`src/rtl/div_sqrt_mvp_arbiter.sv`:
```
// Round-robin arbiter/sequencer sharing one div_sqrt_mvp unit between NUM_REQ requesters.
// Optional BUSY watchdog enabled by defining DIV_SQRT_ARB_TIMEOUT_EN.
module div_sqrt_mvp_arbiter #(
  parameter int NUM_REQ        = 4,
  parameter int ID_W           = $clog2(NUM_REQ),
  parameter int TIMEOUT_CYCLES = 64,
  parameter int C_OP_FP64      = 64,
  parameter int C_RM           = 3,
  parameter int C_PC           = 6,
  parameter int C_FS           = 2
) (
  input  logic                           Clk_CI,
  input  logic                           Rst_RI,
  input  logic [NUM_REQ-1:0]             Req_SI,
  output logic [NUM_REQ-1:0]             Gnt_SO,
  input  logic [NUM_REQ-1:0]             Op_SI,
  input  logic [NUM_REQ*C_OP_FP64-1:0]   Operand_a_DI,
  input  logic [NUM_REQ*C_OP_FP64-1:0]   Operand_b_DI,
  input  logic [NUM_REQ*C_RM-1:0]        RM_SI,
  input  logic [NUM_REQ*C_PC-1:0]        Precision_ctl_SI,
  input  logic [NUM_REQ*C_FS-1:0]        Format_sel_SI,
  input  logic [NUM_REQ-1:0]             Kill_SI,
  output logic [NUM_REQ-1:0]             Resp_valid_SO,
  input  logic [NUM_REQ-1:0]             Resp_ready_SI,
  output logic [C_OP_FP64-1:0]           Result_DO,
  output logic [4:0]                     Fflags_SO,
  output logic                           Busy_SO,
  output logic                           Unit_div_start_SO,
  output logic                           Unit_sqrt_start_SO,
  output logic [C_OP_FP64-1:0]           Unit_operand_a_DO,
  output logic [C_OP_FP64-1:0]           Unit_operand_b_DO,
  output logic [C_RM-1:0]                Unit_rm_SO,
  output logic [C_PC-1:0]                Unit_precision_ctl_SO,
  output logic [C_FS-1:0]                Unit_format_sel_SO,
  output logic                           Unit_kill_SO,
  input  logic                           Unit_ready_SI,
  input  logic                           Unit_done_SI,
  input  logic [C_OP_FP64-1:0]           Unit_result_DI,
  input  logic [4:0]                     Unit_fflags_SI
);
  localparam int IDX_W = (ID_W > 0) ? ID_W : 1;

  typedef enum logic [1:0] {IDLE, ISSUE, BUSY, RESP} state_e;

  state_e               state_q, state_d;
  logic [IDX_W-1:0]     ptr_q, ptr_d, owner_q, owner_d;
  logic                 div_start_q, div_start_d, sqrt_start_q, sqrt_start_d;
  logic                 kill_q, kill_d;
  logic [NUM_REQ-1:0]   resp_valid_q, resp_valid_d;
  logic [C_OP_FP64-1:0] op_a_q, op_a_d, op_b_q, op_b_d, result_q, result_d;
  logic [C_RM-1:0]      rm_q, rm_d;
  logic [C_PC-1:0]      pc_q, pc_d;
  logic [C_FS-1:0]      fs_q, fs_d;
  logic [4:0]           fflags_q, fflags_d;
  logic                 found, grant, owner_kill;
  logic [IDX_W-1:0]     winner, cand;
`ifdef DIV_SQRT_ARB_TIMEOUT_EN
  localparam int CNT_W = 16;
  logic [CNT_W-1:0]     cnt_q, cnt_d;
`endif

  // First requester at or after the pointer, wrapping around.
  always_comb begin
    found  = 1'b0;
    winner = '0;
    cand   = '0;
    for (int i = 0; i < NUM_REQ; i++) begin
      cand = IDX_W'((int'(ptr_q) + i) % NUM_REQ);
      if (!found && Req_SI[cand]) begin
        found  = 1'b1;
        winner = cand;
      end
    end
  end

  assign grant      = (state_q == IDLE) && Unit_ready_SI && found;
  assign owner_kill = Kill_SI[owner_q];

  always_comb begin
    Gnt_SO = '0;
    if (grant) Gnt_SO[winner] = 1'b1;
  end

  always_comb begin
    state_d      = state_q;
    ptr_d        = ptr_q;
    owner_d      = owner_q;
    op_a_d       = op_a_q;
    op_b_d       = op_b_q;
    rm_d         = rm_q;
    pc_d         = pc_q;
    fs_d         = fs_q;
    result_d     = result_q;
    fflags_d     = fflags_q;
    resp_valid_d = resp_valid_q;
    div_start_d  = 1'b0;
    sqrt_start_d = 1'b0;
    kill_d       = 1'b0;
`ifdef DIV_SQRT_ARB_TIMEOUT_EN
    cnt_d        = cnt_q;
`endif
    case (state_q)
      IDLE: begin
        if (grant) begin
          owner_d      = winner;
          op_a_d       = Operand_a_DI[winner*C_OP_FP64 +: C_OP_FP64];
          op_b_d       = Operand_b_DI[winner*C_OP_FP64 +: C_OP_FP64];
          rm_d         = RM_SI[winner*C_RM +: C_RM];
          pc_d         = Precision_ctl_SI[winner*C_PC +: C_PC];
          fs_d         = Format_sel_SI[winner*C_FS +: C_FS];
          div_start_d  = ~Op_SI[winner];
          sqrt_start_d = Op_SI[winner];
          ptr_d        = (winner == IDX_W'(NUM_REQ - 1)) ? '0 : winner + 1'b1;
          state_d      = ISSUE;
        end
      end
      ISSUE: begin
        if (owner_kill) begin
          kill_d  = 1'b1;
          state_d = IDLE;
        end else begin
          state_d = BUSY;
`ifdef DIV_SQRT_ARB_TIMEOUT_EN
          cnt_d   = '0;
`endif
        end
      end
      BUSY: begin
        // Kill outranks a coincident Done; Done outranks a coincident timeout.
        if (owner_kill) begin
          kill_d  = 1'b1;
          state_d = IDLE;
        end else if (Unit_done_SI) begin
          result_d              = Unit_result_DI;
          fflags_d              = Unit_fflags_SI;
          resp_valid_d[owner_q] = 1'b1;
          state_d               = RESP;
        end
`ifdef DIV_SQRT_ARB_TIMEOUT_EN
        else if (cnt_q == CNT_W'(TIMEOUT_CYCLES - 1)) begin
          kill_d                = 1'b1;
          result_d              = '0;
          fflags_d              = 5'b10000;
          resp_valid_d[owner_q] = 1'b1;
          state_d               = RESP;
        end else begin
          cnt_d = cnt_q + 1'b1;
        end
`endif
      end
      RESP: begin
        if (owner_kill || Resp_ready_SI[owner_q]) begin
          resp_valid_d = '0;
          state_d      = IDLE;
        end
      end
      default: state_d = IDLE;
    endcase
  end

  always_ff @(posedge Clk_CI) begin
    if (Rst_RI) begin
      state_q      <= IDLE;
      ptr_q        <= '0;
      owner_q      <= '0;
      op_a_q       <= '0;
      op_b_q       <= '0;
      rm_q         <= '0;
      pc_q         <= '0;
      fs_q         <= '0;
      result_q     <= '0;
      fflags_q     <= '0;
      resp_valid_q <= '0;
      div_start_q  <= 1'b0;
      sqrt_start_q <= 1'b0;
      kill_q       <= 1'b0;
`ifdef DIV_SQRT_ARB_TIMEOUT_EN
      cnt_q        <= '0;
`endif
    end else begin
      state_q      <= state_d;
      ptr_q        <= ptr_d;
      owner_q      <= owner_d;
      op_a_q       <= op_a_d;
      op_b_q       <= op_b_d;
      rm_q         <= rm_d;
      pc_q         <= pc_d;
      fs_q         <= fs_d;
      result_q     <= result_d;
      fflags_q     <= fflags_d;
      resp_valid_q <= resp_valid_d;
      div_start_q  <= div_start_d;
      sqrt_start_q <= sqrt_start_d;
      kill_q       <= kill_d;
`ifdef DIV_SQRT_ARB_TIMEOUT_EN
      cnt_q        <= cnt_d;
`endif
    end
  end

  assign Busy_SO               = (state_q != IDLE);
  assign Resp_valid_SO         = resp_valid_q;
  assign Result_DO             = result_q;
  assign Fflags_SO             = fflags_q;
  assign Unit_div_start_SO     = div_start_q;
  assign Unit_sqrt_start_SO    = sqrt_start_q;
  assign Unit_kill_SO          = kill_q;
  assign Unit_operand_a_DO     = op_a_q;
  assign Unit_operand_b_DO     = op_b_q;
  assign Unit_rm_SO            = rm_q;
  assign Unit_precision_ctl_SO = pc_q;
  assign Unit_format_sel_SO    = fs_q;

endmodule
```
`config.mk`:
```
export PLATFORM = sky130hd
export DESIGN_NAME = div_sqrt_mvp_arbiter
export DESIGN_NICKNAME = d
export VERILOG_FILES = /design/src/rtl/div_sqrt_mvp_arbiter.sv
export SDC_FILE = /design/constraint.sdc
export NUM_CORES = 1
export LEC_CHECK = 0
export ABC_AREA = 0
export BUFFER_PORTS_ARGS = -buffer_cell sky130_fd_sc_hd__buf_4
export CAP_MARGIN = 25
export CORE_AREA = 2 2 341 343
export CTS_BUF_LIST = sky130_fd_sc_hd__clkbuf_8
export CTS_CLUSTER_SIZE = 20
export DETAILED_ROUTE_END_ITERATION = 10
export DIE_AREA = 0 0 343 345
export MAX_ROUTING_LAYER = met4
export PLACE_DENSITY = 0.3
export SETUP_SLACK_MARGIN = 0.2
export SLEW_MARGIN = 20
export SYNTH_ARGS = -nofsm -noshare
export SYNTH_HDL_FRONTEND = slang
export SYNTH_SLANG_ARGS = --single-unit
```
`constraint.sdc`:
```
create_clock -name Clk_CI -period 3.4 [get_ports Clk_CI]
set_input_delay 0.68 -clock Clk_CI [delete_from_list [all_inputs] [get_ports Clk_CI]]
set_output_delay 0.68 -clock Clk_CI [all_outputs]
set_load 0.05 [all_outputs]
```
==> summary.md <==
| Metric | Value |
|---|---|
| Post-synthesis adder-cell area fraction | 0.0102 |
| Yosys top cell area share | 0.402 |
| Drt pass-1 iters | 5 |
| Largest family of logic cells by synthesized area | multiplexers |
| Fmax | 330 MHz |
| Reg clk slew, reported paths | 0.06 ns |
| Die X | between 300 and 400 um |
| Share of layout cells above drive strength 1 | 0.481 |
| Endpoints failing setup | 0 |
| Flop pwr share | 0.320 |
| Final TNS setup | 0 ns |
| Final ANT Viol Nets | 0 |
| GRT Util Overall | 0.115 |
| Via count | roughly 13000 |
| Post-synthesis register bit count | 221 |
| Switching power | ~3400 uW |
| Leakage | about 0.0099 uW |
| CTS sink count | ~220 |
| Synth Instances | between 1000 and 1500 |
| CTS buffer count | 50 |
| Placed insts | about 3500 |
| CTS tree | yes |
| Hold Vio Cnt, Final | 0 |
| IR drop worst, VDD | between 0.2 and 0.25 mV |
| Height of the chip | 345 um |
| Critical path fanouts, max | 5 |
| Clock share of power | 0.339 |
| Reg-to-Reg Start | owner_q[0] |
| Synth Area in Simple Gates | 0.117 |
| DRT iter0 DRCs | ~470 |
| Most common cell in the netlist | nand2_1 |
| HP Class | input port to register |
| H-tree levels | 2 |
| Latest clock arrival within the worst-skew pair | ~0.67 ns |
| RSZ-0062 raised after global routing | true |
| Routed wire length per instance | about 19 um |
| Longest Clk Path Bufs | 3 |
| Final worst-path cycle share | 0.890 |
| Power Total | 9260 uW |
| Cell Area, Placed | between 15000 and 20000 um^2 |
| Seq/Total Area, Yosys | 0.402 |
| XOR/XNOR Fraction of Synth Area | 0 |
| P_int | between 5000 and 6000 uW |
| DR vias/cell | ~3.5 |
| Worst Max-Slew Pin Slew | 0.984 ns |
| RePlAce Congestion | between 0.8 and 0.9 |
| Io pins | 865 |
| First-pass GRT wire length | roughly 96000 um |
| Final Max Slew Viols | 0 |
| Top cells by area, synth | dfxtp_1 (40%), mux2i_1 (25%), o221ai_1 (11%) |
| Port Buffers | ~860 |
| Compound-gate portion of the synthesized area | 0.161 |
| Synth Cell Area | 11000 um^2 |
| Post-synth top cells | nand2_1 (286), mux2i_1 (280), dfxtp_1 (221) |
| Initial core utilization | 0.0955 |
| Core area | around 120000 um^2 |
| Syn-to-layout area delta | 86.9% |
| Comb pwr share | 0.341 |
| Critical Path Start | ptr_q[0] |
| Worst Setup End Kind | primary output |
| Synth Area per Inst | 9.30 um^2 |
| Worst Path Required | 2.72 ns |
| # rows | ~130 |
| Die area | 118000 um^2 |
| Worst Hold Launch | Unit_result_DI[37] |
| Remaining routing DRC violations | 0 |
| Mux cell area share after synthesis | 0.260 |
| Clk_skew | 0.0375 ns |
| Root buf cell | clkbuf_8 |
| Post-synth top area cell | dfxtp_1 |
| Main flop type after synthesis | dfxtp_1 |
| Cell variety after synth | 39 |
| Post-DP HPWL | roughly 57000 um |
| Post-synth EDFFs | 0 |
| CP arrival | around 2.4 ns |
| Net count after synthesis | approximately 1800 |
| Fin nets | 2699 |
| Total gr overflow | 0 |
| Post-route insts no fill | between 3000 and 4000 |
| Tmin final | 3.03 ns |
| Vias in the first global route | approximately 13000 |
| Max-cap violations | 0 |
| WS Path Type | register to primary output |
| Layout Utilization | 0.179 |
| Largest net degree at the start of global routing | roughly 80 |
| Worst relative slew slack | 0.344 |
| Warning count from the yosys run | 0 |
| Finished Cell Area | 20600 um^2 |
| Detailed Route WL | around 70000 um |
| CP Launch Type | register |
| Power Density | around 450 nW/um^2 |
| Status | finished, final reports clean |
| Asr flop ratio synth | 0 |
| Sw frac | 0.367 |
| Initial antenna violation count | 7 |
worst paths after layout:
kind	to	slack (ns)	depth (start not counted)
worst max register to register	Result_DO[8]	1.01	5
worst min-delay path	Result_DO[37]	0.25	3
worst max-delay path	Gnt_SO[2]	0.37	8
worst min register to register	Result_DO[0]	0.45	2
cell type report:
class	instances	area, um^2
Timing Repair Buffer	911	7090
Fill cell	13000	94600
Sequential cell	221	4430
Multi-Input combinational cell	852	6090
Clock buffer	62	853
Clock inverter	20	138
Inverter	9	33.8
Antenna cell	6	15.0
Tap cell	1524	1910
placed cells by master, fill, tap and decap left out, types with 8 or more instances in the layout:
cell type  Yosys  layout
mux2i_1      280     280
a21oi_1       75      75
buf_4         13     890
o221ai_1     139     139
nand2_1      286     284
dfxtp_1      221     219
ha_1           9       9
buf_12         0      20
clkbuf_8       0      62
nor2_1         9       8
inv_1          9      21
layer usage:
layer  part of all wire  routed length, um  vias to the layer above  track usage
met5                  0                  0                        -            -
met4              0.027               1880                        0       0.0352
met3              0.097               6800                       93       0.0408
met2               0.51              35700                      546        0.201
met1               0.37              25800                     5842        0.120
li1                   -                  -                     6065            -
per-stage QoR:
| stage | hold WS [ns] | setup WS, ns |
|---|---|---|
| after floorplan | 0.476 | 0.348 |
| after global placement | 0.442 | 0.311 |
| after detailed placement | 0.448 | 0.287 |
| after CTS | 0.112 | 0.175 |
| after global routing | 0.167 | 0.195 |
| final | 0.247 | 0.373 |
power groups by stage:
stage          logic, uW  clock network, uW  registers [uW]
3_5_place_dp        3220                  0            3020
6_report            3160               3140            2960
4_1_cts             3240               3400            2970
3_3_place_gp        3210                  0            3010
2_1_floorplan       1020                  0            3710
5_1_grt             3380               3450            2990
logic make-up (layout without fill, tap and decap cells):
kind of cell / count (synthesis) / in the layout
flops: 221 / 221
other cells: 0 / 6
compound gates: 238 / 238
mux: 283 / 283
simple gates: 322 / 322
fa+ha+maj: 9 / 9
buf+inv: 110 / 1002
flip-flops by register name (all words and copies together) (netlist names):
signal                 flops
Unit_sqrt_start_SO         1
Unit_kill_SO               1
Resp_valid_SO              4
state_q                    2
Unit_div_start_SO          1
Unit_operand_a_DO         64
Unit_rm_SO                 3
ptr_q                      2
Unit_operand_b_DO         64
Unit_format_sel_SO         2
Unit_precision_ctl_SO      6
Fflags_SO                  5
owner_q                    2
Result_DO                 64
worst max-delay path, cell delays in order (launching register included):
cell and delay [ns]:
dfxtp_4 0.37, nor2b_1 0.08, nor4b_4 0.34, nor2_4 0.08, buf_12 0.15, buf_4 0.14, ha_1 0.18, and2_1 0.16
buf_6 0.16
what timing repair did:
action	CTS	global route
resized for setup	5	5
endpoints found under the hold margin	0	0
gates cloned	0	0
setup buffers	3	1
hold buffers	0	0
setup endpoints to repair	4	4
pin swaps	2	1
(Power assumes the default switching activity.)
